**src/rtl/dcache_pkg.sv**
```systemverilog
// Shared definitions for the direct-mapped write-back data cache controller:
// FSM state encoding, line geometry and the tag-width derivation.
package dcache_pkg;

  // Words per cache line and the address bits that select a word in a line.
  localparam int LINE_WORDS  = 4;
  localparam int OFFSET_BITS = 2;

  // Counter value of the last word in a line.
  localparam logic [OFFSET_BITS-1:0] LAST_WORD = OFFSET_BITS'(LINE_WORDS - 1);

  // Controller states.
  typedef enum logic [2:0] {
    S_IDLE,
    S_WB,
    S_FILL_REQ,
    S_FILL_WAIT,
    S_COMPLETE
  } state_e;

  // Tag width: everything above index, word offset and the byte bit.
  function automatic int tag_width(input int addr_w, input int index_bits);
    return addr_w - index_bits - OFFSET_BITS - 1;
  endfunction

endpackage

```
**src/rtl/dcache_array.sv**
```systemverilog
// Line storage for the data cache: valid, dirty, tag and four data words per
// line. One write port (word write plus tag/valid/dirty update at the same
// index) and a combinational read of the whole addressed line.
module dcache_array
  import dcache_pkg::*;
#(
  parameter int INDEX_BITS = 5,
  parameter int DATA_W     = 16,
  parameter int TAG_W      = 8
) (
  input  logic                                clk,
  input  logic                                rst,
  input  logic [INDEX_BITS-1:0]               index_i,
  input  logic                                word_we_i,
  input  logic [OFFSET_BITS-1:0]              word_sel_i,
  input  logic [DATA_W-1:0]                   word_data_i,
  input  logic                                meta_we_i,
  input  logic                                meta_valid_i,
  input  logic                                meta_dirty_i,
  input  logic [TAG_W-1:0]                    meta_tag_i,
  output logic                                valid_o,
  output logic                                dirty_o,
  output logic [TAG_W-1:0]                    tag_o,
  output logic [LINE_WORDS-1:0][DATA_W-1:0]   words_o
);

  localparam int LINES = 1 << INDEX_BITS;

  logic [LINES-1:0]                  valid_q;
  logic [LINES-1:0]                  dirty_q;
  logic [TAG_W-1:0]                  tag_q  [LINES];
  logic [LINE_WORDS-1:0][DATA_W-1:0] data_q [LINES];

  // Valid/dirty flags: cleared by reset, updated by a metadata write.
  // NOTE: sequential state is assigned with <= so every flop samples the
  // pre-edge values regardless of statement order.
  always_ff @(posedge clk) begin
    if (rst) begin
      valid_q <= '0;
      dirty_q <= '0;
    end else if (meta_we_i) begin
      valid_q[index_i] <= meta_valid_i;
      dirty_q[index_i] <= meta_dirty_i;
    end
  end

  // Tag and data arrays: plain write-enabled storage.
  // NOTE: tags and data carry no reset; a cleared valid bit already makes
  // their contents irrelevant, and leaving them unreset lets them map to RAM.
  always_ff @(posedge clk) begin
    if (meta_we_i) begin
      tag_q[index_i] <= meta_tag_i;
    end
    if (word_we_i) begin
      data_q[index_i][word_sel_i] <= word_data_i;
    end
  end

  assign valid_o = valid_q[index_i];
  assign dirty_o = dirty_q[index_i];
  assign tag_o   = tag_q[index_i];
  assign words_o = data_q[index_i];

endmodule

```
**src/rtl/dcache_ctrl.sv**
```systemverilog
// Direct-mapped, write-back, write-allocate data cache controller. Hits finish
// in the request cycle; misses stall, write back a dirty victim, refill the
// line from pipelined main memory and then complete the access.
module dcache_ctrl
  import dcache_pkg::*;
#(
  parameter int INDEX_BITS = 5,
  parameter int ADDR_W     = 16,
  parameter int DATA_W     = 16
) (
  input  logic              clk,
  input  logic              rst,
  input  logic              req_en,
  input  logic              req_wr,
  input  logic [ADDR_W-1:0] req_addr,
  input  logic [DATA_W-1:0] req_wdata,
  output logic [DATA_W-1:0] rdata,
  output logic              done,
  output logic              hit,
  output logic              stall,
  output logic              err,
  output logic [ADDR_W-1:0] mem_addr,
  output logic [DATA_W-1:0] mem_wdata,
  output logic              mem_rd,
  output logic              mem_wr,
  input  logic              mem_busy,
  input  logic [DATA_W-1:0] mem_rdata,
  input  logic              mem_rvalid
);

  localparam int TAG_W = tag_width(ADDR_W, INDEX_BITS);

  // Request address fields.
  logic [OFFSET_BITS-1:0] offset;
  logic [INDEX_BITS-1:0]  index;
  logic [TAG_W-1:0]       req_tag;
  logic                   misaligned;

  assign misaligned = req_addr[0];
  assign offset     = req_addr[OFFSET_BITS:1];
  assign index      = req_addr[INDEX_BITS+OFFSET_BITS:OFFSET_BITS+1];
  assign req_tag    = req_addr[ADDR_W-1:INDEX_BITS+OFFSET_BITS+1];

  // Addressed line as seen through the array read port.
  logic                              line_valid;
  logic                              line_dirty;
  logic [TAG_W-1:0]                  line_tag;
  logic [LINE_WORDS-1:0][DATA_W-1:0] line_words;
  logic                              line_hit;

  assign line_hit = line_valid && (line_tag == req_tag);

  // Array write port, driven from the output process.
  logic                   word_we;
  logic [OFFSET_BITS-1:0] word_sel;
  logic [DATA_W-1:0]      word_data;
  logic                   meta_we;
  logic                   meta_valid;
  logic                   meta_dirty;
  logic [TAG_W-1:0]       meta_tag;

  dcache_array #(
    .INDEX_BITS (INDEX_BITS),
    .DATA_W     (DATA_W),
    .TAG_W      (TAG_W)
  ) u_array (
    .clk          (clk),
    .rst          (rst),
    .index_i      (index),
    .word_we_i    (word_we),
    .word_sel_i   (word_sel),
    .word_data_i  (word_data),
    .meta_we_i    (meta_we),
    .meta_valid_i (meta_valid),
    .meta_dirty_i (meta_dirty),
    .meta_tag_i   (meta_tag),
    .valid_o      (line_valid),
    .dirty_o      (line_dirty),
    .tag_o        (line_tag),
    .words_o      (line_words)
  );

  // FSM state, issue counter (writes in WB, reads in FILL_REQ) and return
  // counter (fill words received).
  state_e                 state_q, state_d;
  logic [OFFSET_BITS-1:0] cnt_q, cnt_d;
  logic [OFFSET_BITS-1:0] rcnt_q, rcnt_d;

  // Events that advance the counters. Returns are only accepted while a
  // fill is outstanding; strays in other states are ignored.
  logic wr_issue;
  logic rd_issue;
  logic ret;

  assign wr_issue = (state_q == S_WB) && !mem_busy;
  assign rd_issue = (state_q == S_FILL_REQ) && !mem_busy;
  assign ret      = mem_rvalid && ((state_q == S_FILL_REQ) || (state_q == S_FILL_WAIT));

  // State and counter registers.
  always_ff @(posedge clk) begin
    if (rst) begin
      state_q <= S_IDLE;
      cnt_q   <= '0;
      rcnt_q  <= '0;
    end else begin
      state_q <= state_d;
      cnt_q   <= cnt_d;
      rcnt_q  <= rcnt_d;
    end
  end

  // Next-state and counter logic.
  // NOTE: every signal written here gets a default first, so no path leaves
  // it unassigned and no latch is inferred.
  always_comb begin
    state_d = state_q;
    cnt_d   = cnt_q;
    rcnt_d  = rcnt_q;
    unique case (state_q)
      S_IDLE: begin
        cnt_d  = '0;
        rcnt_d = '0;
        if (req_en && !misaligned && !line_hit) begin
          state_d = (line_valid && line_dirty) ? S_WB : S_FILL_REQ;
        end
      end
      S_WB: begin
        if (wr_issue) begin
          cnt_d = cnt_q + 1'b1;
          if (cnt_q == LAST_WORD) begin
            state_d = S_FILL_REQ;
          end
        end
      end
      S_FILL_REQ, S_FILL_WAIT: begin
        // Reads may still be issuing while the first returns arrive.
        if (rd_issue) begin
          cnt_d = cnt_q + 1'b1;
          if (cnt_q == LAST_WORD) begin
            state_d = S_FILL_WAIT;
          end
        end
        if (ret) begin
          rcnt_d = rcnt_q + 1'b1;
          if (rcnt_q == LAST_WORD) begin
            state_d = S_COMPLETE;
          end
        end
      end
      S_COMPLETE: begin
        state_d = S_IDLE;
      end
      default: begin
        state_d = S_IDLE;
      end
    endcase
  end

  // Outputs, memory strobes and array write control. Everything is held
  // quiet while reset is asserted.
  always_comb begin
    rdata      = '0;
    done       = 1'b0;
    hit        = 1'b0;
    stall      = 1'b0;
    err        = 1'b0;
    mem_addr   = '0;
    mem_wdata  = '0;
    mem_rd     = 1'b0;
    mem_wr     = 1'b0;
    word_we    = 1'b0;
    word_sel   = offset;
    word_data  = req_wdata;
    meta_we    = 1'b0;
    meta_valid = 1'b1;
    meta_dirty = 1'b0;
    meta_tag   = req_tag;
    if (!rst) begin
      unique case (state_q)
        S_IDLE: begin
          if (req_en) begin
            if (misaligned) begin
              done = 1'b1;
              err  = 1'b1;
            end else if (line_hit) begin
              done = 1'b1;
              hit  = 1'b1;
              if (req_wr) begin
                word_we    = 1'b1;
                meta_we    = 1'b1;
                meta_dirty = 1'b1;
              end else begin
                rdata = line_words[offset];
              end
            end else begin
              stall = 1'b1;
            end
          end
        end
        S_WB: begin
          stall     = 1'b1;
          mem_addr  = {line_tag, index, cnt_q, 1'b0};
          mem_wdata = line_words[cnt_q];
          mem_wr    = !mem_busy;
          // Victim fully written back: the line is clean from here on.
          if (wr_issue && (cnt_q == LAST_WORD)) begin
            meta_we  = 1'b1;
            meta_tag = line_tag;
          end
        end
        S_FILL_REQ, S_FILL_WAIT: begin
          stall = 1'b1;
          if (state_q == S_FILL_REQ) begin
            mem_addr = {req_tag, index, cnt_q, 1'b0};
            mem_rd   = !mem_busy;
          end
          // Each return lands in its word immediately; the last one
          // installs the new tag as a valid, clean line.
          if (ret) begin
            word_we   = 1'b1;
            word_sel  = rcnt_q;
            word_data = mem_rdata;
            if (rcnt_q == LAST_WORD) begin
              meta_we = 1'b1;
            end
          end
        end
        S_COMPLETE: begin
          done = 1'b1;
          if (req_wr) begin
            word_we    = 1'b1;
            meta_we    = 1'b1;
            meta_dirty = 1'b1;
          end else begin
            rdata = line_words[offset];
          end
        end
        default: begin
        end
      endcase
    end
  end

endmodule

```
**config.mk**
```make
export PLATFORM = sky130hd
export DESIGN_NAME = dcache_ctrl
export DESIGN_NICKNAME = d
export VERILOG_FILES = /design/src/rtl/dcache_pkg.sv /design/src/rtl/dcache_array.sv /design/src/rtl/dcache_ctrl.sv
export SDC_FILE = /design/constraint.sdc
export NUM_CORES = 2
export LEC_CHECK = 0
export CORE_ASPECT_RATIO = 0.5
export CORE_MARGIN = 4
export CORE_UTILIZATION = 30
export CTS_BUF_LIST = sky130_fd_sc_hd__clkbuf_4
export CTS_CLUSTER_DIAMETER = 100
export CTS_CLUSTER_SIZE = 40
export DETAILED_ROUTE_END_ITERATION = 8
export DONT_BUFFER_PORTS = 1
export GPL_ROUTABILITY_DRIVEN = 0
export PLACE_DENSITY_LB_ADDON = 0.15
export SLEW_MARGIN = 20
export SYNTH_ARGS = -nofsm -noshare
export SYNTH_HDL_FRONTEND = slang
export SYNTH_SLANG_ARGS = --single-unit
```
**constraint.sdc**
```tcl
create_clock -name clk -period 6 [get_ports clk]
set_clock_uncertainty 0.1 [all_clocks]
set_input_delay 0.6 -clock clk [delete_from_list [all_inputs] [get_ports clk]]
set_output_delay 0.6 -clock clk [all_outputs]
set_load 0.1 [all_outputs]
```
After elaboration in Yosys (flattened, before gate mapping)
Memory sizes are Yosys's and may differ from the RTL's.
Cells that the tools add are included.

word-level totals
  register bits after elaboration = 71
  memory bits (writable) = 2304
  output and inout port bits = 54
  logic and storage cells = 138
  memories kept = 2

memories
  name            depth  width  read ports  clocked after memory_dff  wr ports  line                text
  u_array.data_q  32     64     1           0                         1         dcache_array.sv:32  logic [LINE_WORDS-1:0][DATA_W-1:0] data_q [LINES];
  u_array.tag_q   32     8      1           0                         1         dcache_array.sv:31  logic [TAG_W-1:0] tag_q [LINES];

operators by class
  add/sub/neg operators = 2
  magnitude comparators = 6
  equality and inequality tests = 12
  multiplexer cells = 88
  bitwise gates (word level) = 1
  reductions and logical operators = 22

operator list
  operator              number
  $mux W16              15
  $bmux W16 S2          2
  $mux W64              1
  $pmux W16 S2          2
  $mux W1               38
  $bwmux W32            1
  $demux W16 S2         1
  $or A32 B32 Y32       1
  $mux W8               3
  $mux W3               7
  $mux W2               7
  $bmux W1 S5           2
  $logic_and A1 B1 Y1   10
  $lt A2 B3 Y1 const B  3
  $pmux W3 S3           1
  $eq A8 B8 Y1          1
  $ne A2 B2 Y1 const B  4
  $eq A3 B2 Y1 const B  2
  $lt A5 B6 Y1 const B  1
  $pmux W1 S2           3
  $pmux W2 S3           1
  $reduce_and A3 Y1     2
  $demux W1 S5          1
  $ge A5 B1 Y1 const B  1
  17 further kinds      21

Longest topological paths before layout
  depth in word-level cells = 11
  depth in mapped cells = 14
  gate-level depth less buffers = 9

Modules after synthesis
From an unflattened synthesis, not the netlist that was laid out.

unflattened totals
  cell total of the unflattened synthesis = 5329
  area total of the unflattened synthesis = 93161.8 sq um

modules (own cells, without submodules)
  module        times used  cells each  area each (sq um)
  dcache_array  1           5108        90890.9
  dcache_ctrl   1           221         2270.9

Worst setup path before layout
No wires, ideal clock.

  path type = input-to-output
  start point = input req_addr[3]
  end point = output hit
  data arrival time = 4.944 ns
  required time = 5.300 ns
  path slack = 0.356 ns
  cell stages on the path = 11
  path buffers = 3
  cell sequence = clkbuf_1 -> buf_2 -> buf_2 -> mux2i_1 -> o22ai_1 -> nor4_1 -> a21oi_1 -> or4_1 -> o21ba_2 -> nand3_1 -> nor3_1

on the way
  cells in the longest elaborated chain, start to end = 8
  elaborated cells between the ends (all ways) = 10
  classes of those cells = eq/ne (1); mux (7); reduce/logical (1); memory (1)

ends and longest elaborated chain
  element                                               line                                   text
  from (decl)                                           dcache_ctrl.sv:15                      input logic [ADDR_W-1:0] req_addr,
  $mem_v2 Z32 W8 / $bmux W1 S5 (equally long branches)  n/a
  $eq A8 B8 Y1 / $mux W1 (equally long branches)        dcache_ctrl.sv:51, dcache_array.sv:59
  $logic_and A1 B1 Y1 (*)                               dcache_ctrl.sv:51                      assign line_hit = line_valid && (line_tag == req_tag);
  $mux W1 (*)                                           dcache_ctrl.sv:185                     end else if (line_hit) begin
  $mux W1 (*)                                           dcache_ctrl.sv:182                     if (misaligned) begin
  $mux W1 (*)                                           dcache_ctrl.sv:181                     if (req_en) begin
  $mux W1 (*)                                           dcache_ctrl.sv:179                     unique case (state_q)
  $mux W1 (*)                                           dcache_ctrl.sv:178                     if (!rst) begin
  to (decl)                                             dcache_ctrl.sv:19                      output logic hit,

Every way passes the cells marked *; elsewhere a longest branch is shown, timed or not. The select of a mux whose other input is x is not followed.

Worst setup path in the final report
  start point = memory u_array.tag_q[29][3]
  end point = output rdata[11]

on the way
  cells in the longest elaborated chain, start to end = 8

ends and longest elaborated chain
  element              line                text
  from (decl)          dcache_array.sv:31
  $mem_v2 Z32 W8       n/a
  $eq A8 B8 Y1         dcache_ctrl.sv:51
  $logic_and A1 B1 Y1  dcache_ctrl.sv:51
  $mux W16             dcache_ctrl.sv:185
  $mux W16             dcache_ctrl.sv:182
  $mux W16             dcache_ctrl.sv:181
  $pmux W16 S2         dcache_ctrl.sv:179
  $mux W16             dcache_ctrl.sv:178
  to (decl)            dcache_ctrl.sv:17   output logic [DATA_W-1:0] rdata,

No other way between the ends.

==> results.toml <==
[synth]
synthTopCellsByArea = "edfxtp_1 74%, mux4_2 14%, a22oi_1 2.2%"
syn_inst = 4427
synth_top_area_cell = "edfxtp_1"
ys_ff_latch = 2375
synth_edf_count = 2304
synth_ff_type = "edfxtp_1"
synth_warnings = 0
syn_nets = 4483
synth_top_area_share = 0.7424
synthArstFlopShare = 0
postSynthAreaPerCell_um2 = 21.05
synthDistinctLibCells = 54
ys_seq_area_frac = 0.7576
synth_area_um2 = 93200

[sta]
final_hold_viol_count = 0
max_freq_mhz = 176.5
finalCritPeriodShare = 0.9442
worst_pin_slew_ns = 1.158
hold_slack_ns = 0.1839
rsz0062_at_grt = "false"
tns_ns = 0
fin_crit_ns = 5.665
slew_headroom = 0.2278
slew_viol_final = 0
layout_setup_ws_ns = 0.3349
setup_viol = 0

[detailed_routing]
drt_pass1_iterations = 5
ant_nets = 0
drt_iter0_drc = 5428
wirelength_um = 283500
dr_total_vias = 46310
wl_per_cell_um = 32.00
via_per_inst = 5.226
drc = 0

[layout]
layout.nets = 4720
drive_gt1_frac = 0.2718
fin_util = 0.3349
fill_cells = 28960
layout_common_cells = "2304 x edfxtp_1, 560 x mux4_2, 306 x buf_4"
synthToLayoutAreaGrowth_pct = 10.92
layout_commonest_cell = "edfxtp_1"

[clock_tree]
htreeDepth = 3
cts-buffers-inserted = 70
cts.reportedPaths.clkPinSlew_ns = 0.40
cts_tree = "done"
cts_num_sinks = 2375
clock_path_buffers = 3
root_buffer = "clkbuf_4"
clkLatencyLatePin_ns = 1.30

[critical_path]
reg2reg_to = "u_array.dirty_q[0]$_SDFFE_PP0P_"
required_ns = 5.30
regToRegStartpoint = "u_array.tag_q[29][3]$_DFFE_PP_"
reg2reg_slack_ns = 1.38
cp-end-kind = "output pin"
reg2reg_depth = 11
cp_max_fo = 11
crit_end = "rdata[11]"
worstSetupPathType = "flop to output pin"
crit_arrival_ns = 4.97
startpoint_type = "flop"
startpoint = "u_array.tag_q[29][3]$_DFFE_PP_"

[worst_hold_path]
hp-start = "req_addr[1]"
worstHoldPathType = "input pin to flop"

[floorplan]
initial_core_util = 0.3020
core-area_um2 = 308600
dieHeight_um = 402.1
die_area_um2 = 320200
pin_count = 108
die_w_um = 796.2
core.rowCount = 144

[global_routing]
antenna_found_initial = 29
grt_pass1_wl_um = 392000
grt_overflow = 0
grt_max_degree = 551
grt_usage = 0.1728
grt_pass1_vias = 46850

[placement]
dp_hpwl_um = 163200
io_buffers = 0
pre_cts_ws_ns = 0.3418

[power_and_ir_drop]
total_power_mw = 25.68
leakagePower_nw = 30.84
irDropWorstVdd_mv = 0.1429
powerDensity_nw_per_um2 = 248.5

[run]
maxCapViolCount = 0

[outcome]
status = "complete, no violations"
worst min path at each step:
stage | slack, ns | depth (start not counted) | end
finish | 0.18 | 3 | u_array.data_q[16][13]$_DFFE_PP_
global route | 0.06 | 5 | u_array.data_q[18][46]$_DFFE_PP_
CTS | 0.005 | 3 | u_array.valid_q[13]$_SDFFE_PP0P_
detailed placement | 0.33 | 2 | u_array.valid_q[10]$_SDFFE_PP0P_
global placement | 0.33 | 2 | u_array.valid_q[24]$_SDFFE_PP0P_
floorplan | 0.32 | 2 | u_array.valid_q[10]$_SDFFE_PP0P_
worst max-delay path, cell delays in order, from the launching register on:
cell and delay, ns:
edfxtp_1 0.45, mux2i_1 0.16, o22ai_1 0.16, nor4_1 0.51, a21oi_1 0.15, or4_4 0.62
nor4_4 0.42, a21oi_4 0.10, buf_12 0.17, nor2_2 0.84
power breakdown:
part / internal, mW / leakage (nW) / switching (mW) / total [mW]
clock: 0.774 / 0.486 / 4.61 / 5.38
sequential: 18.2 / 21.3 / 0.00308 / 18.3
combinational: 0.679 / 9.08 / 1.37 / 2.05
total: 19.7 / 30.8 / 5.98 / 25.7
synth_stat cells, types with 4 or more instances:
library cell / count
o22ai_1: 65
a211oi_1: 11
inv_1: 47
buf_6: 13
or2_2: 5
a21oi_1: 70
nand2b_1: 39
a22oi_1: 271
nand2_1: 51
and3_1: 8
mux4_2: 560
dfxtp_1: 71
buf_2: 74
nand3_1: 6
mux2i_1: 161
buf_1: 11
mux2_2: 24
nand3b_1: 5
clkbuf_1: 194
edfxtp_1: 2304
and3b_1: 4
nand4b_1: 4
a32oi_1: 9
nor4_1: 49
or4b_1: 4
nor3_1: 39
nor2b_1: 6
o21ai_0: 7
nand4bb_1: 6
nand4_1: 67
and2_1: 26
buf_4: 10
nor3_2: 121
nor2_1: 55
cell families (layout without fill, tap and decap cells):
family	Yosys count	in the layout	share of synthesized area
DFF	2375	2375	0.7576
muxes	745	745	0.1555
and+or+nand+nor	508	508	0.03673
AOI/OAI and AO/OA	447	447	0.03332
buffers and inverters	349	613	0.01650
adders and majority gates	2	2	0.0002685
other	1	10	0.00004024
per-layer routing:
| metal | share of wire | track usage |
|---|---|---|
| met2 | 0.48 | 0.2862 |
| met1 | 0.45 | 0.2524 |
| met4 | 0.018 | 0.02885 |
| met5 | 0.00044 | 0 |
| met3 | 0.046 | 0.01547 |
final cells by class:
cell class	instances	area (um^2)	area share
Antenna cell	9	22.52	0.0002179
Clock inverter	8	126.4	0.001222
Multi-Input combinational cell	1703	21610	0.2090
Sequential cell	2375	70610	0.6831
Inverter	47	176.4	0.001707
Clock buffer	91	683.2	0.006609
Timing Repair Buffer	467	4942	0.04781
Tap cell	4161	5206	0.05036
flip-flops by register name (all words and copies together), names as in the netlist:
signal           flops
u_array.valid_q     32
rcnt_q               2
cnt_q                2
u_array.dirty_q     32
u_array.data_q    2048
state_q              3
u_array.tag_q      256
per-stage QoR:
step | std cells | area [um^2]
finish | 8861 | 103400
global route | 8856 | 103400
floorplan | 4427 | 93200
global placement | 8661 | 101200
detailed placement | 8661 | 101200
CTS | 8847 | 103200
repair_timing:
item                                    in CTS  in global routing
endpoints found under the setup margin      16                  0
buffers inserted                             3                  0
resized for setup                           21                  0
endpoints found under the hold margin     1253                 13
hold buffers                                84                  1
No activity file was read; power rests on OpenSTA's default activity.
